===== src/rtl/ram_bist_pkg.sv =====
// Shared types and constants for the March C- RAM BIST: FSM states, March
// elements and their per-element direction / read / write value tables.
package ram_bist_pkg;

  localparam logic [7:0] DEFAULT_PATTERN = 8'h55;

  typedef enum logic [2:0] {
    S_IDLE,
    S_WRITE,
    S_RD_ISSUE,
    S_RD_WAIT,
    S_RD_CHECK,
    S_FINISH
  } bist_state_t;

  typedef enum logic [2:0] {M0, M1, M2, M3, M4, M5} march_elem_t;

  // Bit i of each table describes element Mi.
  localparam logic [5:0] ELEM_DOWN   = 6'b011000;
  localparam logic [5:0] ELEM_READ   = 6'b111110;
  localparam logic [5:0] ELEM_WRITE  = 6'b011111;
  localparam logic [5:0] ELEM_RD_ONE = 6'b010100;
  localparam logic [5:0] ELEM_WR_ONE = 6'b001010;

  function automatic logic elem_bit(input logic [5:0] tbl, input march_elem_t e);
    return tbl[e];
  endfunction

endpackage


===== src/rtl/bist_addr_gen.sv =====
// Up/down address counter for the March BIST: loads to the first address of an
// element, steps one address per completed address visit, flags the last one.
module bist_addr_gen #(
  parameter int ADDR_W = 7
) (
  input  logic              clk,
  input  logic              rst,
  input  logic              load,
  input  logic              load_down,
  input  logic              step,
  input  logic              down,
  output logic [ADDR_W-1:0] addr,
  output logic              last
);

  always_ff @(posedge clk) begin
    if (rst) begin
      addr <= '0;
    end else if (load) begin
      addr <= load_down ? '1 : '0;
    end else if (step) begin
      addr <= down ? addr - 1'b1 : addr + 1'b1;
    end
  end

  assign last = down ? (addr == '0) : (addr == '1);

endmodule


===== src/rtl/ram_march_bist.sv =====
// March C- BIST initiator for a single-port synchronous RAM with pass/fail and
// first-failure diagnostics. Optional error counter: RAM_MARCH_BIST_ERRCNT_EN.
module ram_march_bist
  import ram_bist_pkg::*;
#(
  parameter int                ADDR_W       = 7,
  parameter int                DATA_W       = 8,
  parameter int                READ_LATENCY = 1,
  parameter logic [DATA_W-1:0] PATTERN      = DATA_W'(DEFAULT_PATTERN)
) (
  input  logic              clk,
  input  logic              rst,
  input  logic              start,
  output logic              busy,
  output logic              done,
  output logic              pass,
  output logic [ADDR_W-1:0] fail_addr,
  output logic [DATA_W-1:0] fail_exp,
  output logic [DATA_W-1:0] fail_got,
  output logic [2:0]        fail_elem,
  output logic              mem_we,
  output logic [ADDR_W-1:0] mem_addr,
  output logic [DATA_W-1:0] mem_wdata,
  input  logic [DATA_W-1:0] mem_rdata
`ifdef RAM_MARCH_BIST_ERRCNT_EN
  ,
  output logic [7:0]        err_count
`endif
);

`ifdef RAM_MARCH_BIST_ERRCNT_EN
  localparam logic ABORT_ON_FAIL = 1'b0;
`else
  localparam logic ABORT_ON_FAIL = 1'b1;
`endif
  localparam logic [1:0] WAIT_LAST = 2'(READ_LATENCY >= 2 ? READ_LATENCY - 2 : 0);

  bist_state_t state;
  march_elem_t elem;
  march_elem_t elem_nxt;
  logic        op_second;
  logic [1:0]  wait_cnt;
  logic        fail_seen;

  logic check_now, mismatch, abort, op_done, last_op, addr_last;
  logic ag_load, ag_load_down, ag_step, ag_down;
  logic [DATA_W-1:0] exp_data, elem_wdata;

  assign elem_nxt   = march_elem_t'(elem + 3'd1);
  assign exp_data   = elem_bit(ELEM_RD_ONE, elem) ? ~PATTERN : PATTERN;
  assign elem_wdata = elem_bit(ELEM_WR_ONE, elem) ? ~PATTERN : PATTERN;

  // With zero latency the read data is compared in the issue cycle itself.
  assign check_now = (state == S_RD_CHECK) || (state == S_RD_ISSUE && READ_LATENCY == 0);
  assign mismatch  = check_now && (mem_rdata != exp_data);
  assign abort     = mismatch && ABORT_ON_FAIL;
  assign op_done   = (state == S_WRITE) || check_now;
  assign last_op   = op_second || !(elem_bit(ELEM_READ, elem) && elem_bit(ELEM_WRITE, elem));

  assign ag_step      = op_done && !abort && last_op && !addr_last;
  assign ag_load      = (state == S_IDLE && start) ||
                        (op_done && !abort && last_op && addr_last && elem != M5);
  assign ag_load_down = (state == S_IDLE) ? 1'b0 : elem_bit(ELEM_DOWN, elem_nxt);
  assign ag_down      = elem_bit(ELEM_DOWN, elem);

  bist_addr_gen #(.ADDR_W(ADDR_W)) u_addr_gen (
    .clk       (clk),
    .rst       (rst),
    .load      (ag_load),
    .load_down (ag_load_down),
    .step      (ag_step),
    .down      (ag_down),
    .addr      (mem_addr),
    .last      (addr_last)
  );

  always_ff @(posedge clk) begin
    if (rst) begin
      state     <= S_IDLE;
      elem      <= M0;
      op_second <= 1'b0;
      wait_cnt  <= '0;
      fail_seen <= 1'b0;
      busy      <= 1'b0;
      done      <= 1'b0;
      pass      <= 1'b0;
      fail_addr <= '0;
      fail_exp  <= '0;
      fail_got  <= '0;
      fail_elem <= '0;
      mem_we    <= 1'b0;
      mem_wdata <= '0;
`ifdef RAM_MARCH_BIST_ERRCNT_EN
      err_count <= '0;
`endif
    end else begin
      done <= 1'b0;

      if (mismatch && !fail_seen) begin
        fail_seen <= 1'b1;
        fail_addr <= mem_addr;
        fail_exp  <= exp_data;
        fail_got  <= mem_rdata;
        fail_elem <= elem;
      end
`ifdef RAM_MARCH_BIST_ERRCNT_EN
      if (mismatch && err_count != 8'hFF) err_count <= err_count + 8'd1;
`endif

      case (state)
        S_IDLE: if (start) begin
          busy      <= 1'b1;
          elem      <= M0;
          op_second <= 1'b0;
          pass      <= 1'b0;
          fail_seen <= 1'b0;
          fail_addr <= '0;
          fail_exp  <= '0;
          fail_got  <= '0;
          fail_elem <= '0;
`ifdef RAM_MARCH_BIST_ERRCNT_EN
          err_count <= '0;
`endif
          mem_we    <= 1'b1;
          mem_wdata <= PATTERN;
          state     <= S_WRITE;
        end
        S_RD_ISSUE: begin
          if (READ_LATENCY >= 2) begin
            wait_cnt <= '0;
            state    <= S_RD_WAIT;
          end else if (READ_LATENCY == 1) begin
            state <= S_RD_CHECK;
          end
        end
        S_RD_WAIT: begin
          if (wait_cnt == WAIT_LAST) state <= S_RD_CHECK;
          else                       wait_cnt <= wait_cnt + 2'd1;
        end
        S_FINISH: state <= S_IDLE;
        default: ;
      endcase

      // Sequencing after a completed op: second op of the pair, next address,
      // next element (address already reloaded by the counter), or finish.
      if (op_done) begin
        if (abort) begin
          state  <= S_FINISH;
          busy   <= 1'b0;
          done   <= 1'b1;
          pass   <= 1'b0;
          mem_we <= 1'b0;
        end else if (!last_op) begin
          op_second <= 1'b1;
          state     <= S_WRITE;
          mem_we    <= 1'b1;
          mem_wdata <= elem_wdata;
        end else if (!addr_last) begin
          op_second <= 1'b0;
          if (elem_bit(ELEM_READ, elem)) begin
            state  <= S_RD_ISSUE;
            mem_we <= 1'b0;
          end else begin
            state     <= S_WRITE;
            mem_we    <= 1'b1;
            mem_wdata <= elem_wdata;
          end
        end else if (elem != M5) begin
          elem      <= elem_nxt;
          op_second <= 1'b0;
          state     <= S_RD_ISSUE;
          mem_we    <= 1'b0;
        end else begin
          state  <= S_FINISH;
          busy   <= 1'b0;
          done   <= 1'b1;
          pass   <= !(fail_seen || mismatch);
          mem_we <= 1'b0;
        end
      end
    end
  end

endmodule

===== config.mk =====
export PLATFORM = sky130hd
export DESIGN_NAME = ram_march_bist
export DESIGN_NICKNAME = d
export VERILOG_FILES = /design/src/rtl/ram_bist_pkg.sv /design/src/rtl/bist_addr_gen.sv /design/src/rtl/ram_march_bist.sv
export SDC_FILE = /design/constraint.sdc
export NUM_CORES = 1
export LEC_CHECK = 0
export BUFFER_PORTS_ARGS = -buffer_cell sky130_fd_sc_hd__buf_4
export CORE_MARGIN = 10
export CORE_UTILIZATION = 58
export CTS_BUF_LIST = sky130_fd_sc_hd__clkbuf_4 sky130_fd_sc_hd__clkbuf_8 sky130_fd_sc_hd__clkbuf_16
export DETAILED_ROUTE_END_ITERATION = 8
export GPL_TIMING_DRIVEN = 1
export PLACE_DENSITY = 0.94
export SLEW_MARGIN = 20
export SYNTH_ARGS = -nofsm -noshare
export SYNTH_HDL_FRONTEND = slang
export SYNTH_HIERARCHICAL = 1
export SYNTH_SLANG_ARGS = --single-unit
export TNS_END_PERCENT = 50

===== constraint.sdc =====
create_clock -name clk -period 5.5 [get_ports clk]
set_input_delay 0.55 -clock clk [delete_from_list [all_inputs] [get_ports clk]]
set_output_delay 0.55 -clock clk [all_outputs]
set_load 0.005 [all_outputs]

==> metrics.txt <==
global-route total usage across every layer 0.1865; largest net degree at the start of global routing 30; crit path launch type flip-flop; Synth area leaders dfxtp_1, a21oi_1, nand2_1; routed vias 2483; cell family with most CP delay simple AND/OR/NAND/NOR gates; wire per inst 16.71 microns; Core Rows 24; Syn Area/Cell 8.559 sq um; layout cells sized above 1 0.2312; Syn Std Cell Area 2688 sq um; Simple-Gate Fraction of Synth Area 0.2416; final HPWL from detailed placement 5.034 mm; first-pass GRT wire length 11.62 mm; endpoints failing setup 0; post-layout min period 2.706 ns; Post-CTS Resized 0; Final WS setup 2.794 ns; Final #Nets 389; Routability Congestion 0.8907; final core occ 0.7426; CTS Root Cell clkbuf_8; maxcap violations 0; H-tree depth 3; Worst-path clk slew 0.06 ns; ys async rst share 0; Tcrit/Tclk final 0.4921; DRT Wirelength 7.084 mm; Buffers on Ports 55; Mapped Nets 335; critical path class reg2reg; WP buf/inv 0; vias per cell 5.856; Post-synth EDFFs 0; Cells after Synth 314; clk_lat worst skew 0.34 ns; die area 7756 sq um; clock sinks 60; first-iteration detailed-routing DRC count 255; DIE WIDTH 88.07 microns; CTS tree built; grt ovf 0; Fin Setup TNS 0 ns; pwr dens 269.9 nW/um^2; adder-cell share of the synthesized area 0.04935; initial antenna violation count 0; status complete, no violations; post-place setup slack 2.491 ns; share of the synthesized area in the top cell type 0.4469; Req. time, crit path 5.78 ns; Peak Freq 369.5 MHz; core area 4414 sq um; Synth Flop Type dfxtp_1; Worst setup EP type flip-flop; Synth Area in Compound Gates 0.1881; cell taking the most area after synthesis dfxtp_1; Final Hold Fails 0; vias in the first global route 2441; drt drc 0; Seq/Total Area, Yosys 0.4469; CTS Buffer Depth 2; Synth top cells by count nand2_1, dfxtp_1, a21oi_1; post-synthesis xor/xnor area fraction 0.01955; register bit total from synthesis 60; worst path cell trace or3b_1 -> o31a_1 -> a211o_2 -> nor2_1 -> or3b_4 -> a211o_1 -> o211ai_2; max-slew violations 0; Slowest cell on crit path or3b_4; Ant. Diodes 0; RSZ-0062 raised after global routing no; CP peak stage delay 0.47 ns; Yosys cell types 52; post-synthesis mux area share 0.007449; DRT antenna net count 0; Worst Hold Class reg2reg; I/O pins 56; number of setup buffers added after CTS 0; CTS buffer count 9; worst endpoint data arrival time 2.98 ns; Leak 1.328 nW; YS warnings 6; largest family of logic cells by synthesized area simple AND/OR/NAND/NOR gates; drt first pass iters 4; Final Skew 0.007791 ns; peak supply drop 0.2007 mV; Synth-to-Final Area Change 21.97%; Tot Pwr 0.8847 mW; Worst Path Max Fanout 8; hold_buf cts 0; Slew HR 0.4991; Initial Util 0.6088; Slew @ Worst Pin 0.7505 ns; cell with the most instances after synthesis nand2_1; die height 88.07 microns; Hold WS 0.4559 ns
sequential cells by signal, indices dropped and copies added, names as in the netlist, 2 cells and up, named ones only:
name / cells
u_addr_gen/addr: 7
wait_cnt: 2
fail_exp: 8
mem_wdata: 8
state: 3
fail_addr: 7
fail_got: 8
fail_elem: 3
elem: 3
worst paths after layout:
kind,startpoint,end,slack (ns),cells past startpoint
worst max-delay path,exp_data[1]$_DFF_P_,u_addr_gen/addr[6]$_SDFFE_PP0P_,2.79,7
worst min-delay path,fail_got[5]$_SDFF_PP0_,fail_got[5]$_SDFF_PP0_,0.46,2
worst min register to register,fail_got[5]$_SDFF_PP0_,fail_got[5]$_SDFF_PP0_,0.46,2
worst max register to register,exp_data[1]$_DFF_P_,u_addr_gen/addr[6]$_SDFFE_PP0P_,2.79,7
power breakdown:
group | internal, mW | switching (mW)
Combinational | 0.0259 | 0.0362
Sequential | 0.442 | 0.00721
Clock | 0.215 | 0.159
logic make-up after synthesis:
group,Yosys count
flops,60
compound gates,79
buf+inv,24
simple gates,133
xor+xnor,6
mux,2
fa+ha+maj,10
area by class of cell:
cell class,count,area [sq um]
timing repair buffer,55,412.9
sequential,60,1201
tap,52,65.06
clock inverter,1,5.005
fill,311,1136
inverter,12,45.04
clock buffer,14,186.4
multi-input combinational,230,1363
metrics by stage:
stage / std cells / cell area (sq um)
finish: 424 / 3278
global route: 424 / 3278
CTS: 424 / 3276
detailed placement: 409 / 3084
global placement: 409 / 3084
floorplan: 314 / 2688
worst reg2reg max path, delay by kind of cell, from the launching register on:
kind	cells	cell delay [ns]
AO/OA/AOI/OAI	4	1.06
flip-flops	1	0.37
AND/OR/NAND/NOR	3	1.23
metal layers:
layer | global-route usage | part of all wire | up-vias
li1 | - | - | 1203
met5 | 0 | 0 | -
met3 | 0.06871 | 0.076 | 16
met4 | 0.09843 | 0.021 | 0
met2 | 0.3022 | 0.50 | 108
met1 | 0.2096 | 0.40 | 1156
cell usage in the layout, fill, tap and decap left out, types with 6 or more instances in the layout:
| cell type | count |
|---|---|
| a21oi_1 | 47 |
| nand2_1 | 62 |
| clkbuf_8 | 13 |
| dfxtp_1 | 60 |
| ha_1 | 9 |
| nor3_1 | 8 |
| nor2_1 | 20 |
| buf_4 | 55 |
| inv_1 | 11 |
| o21a_1 | 6 |
Note: power is estimated with default switching activity, not from simulation.
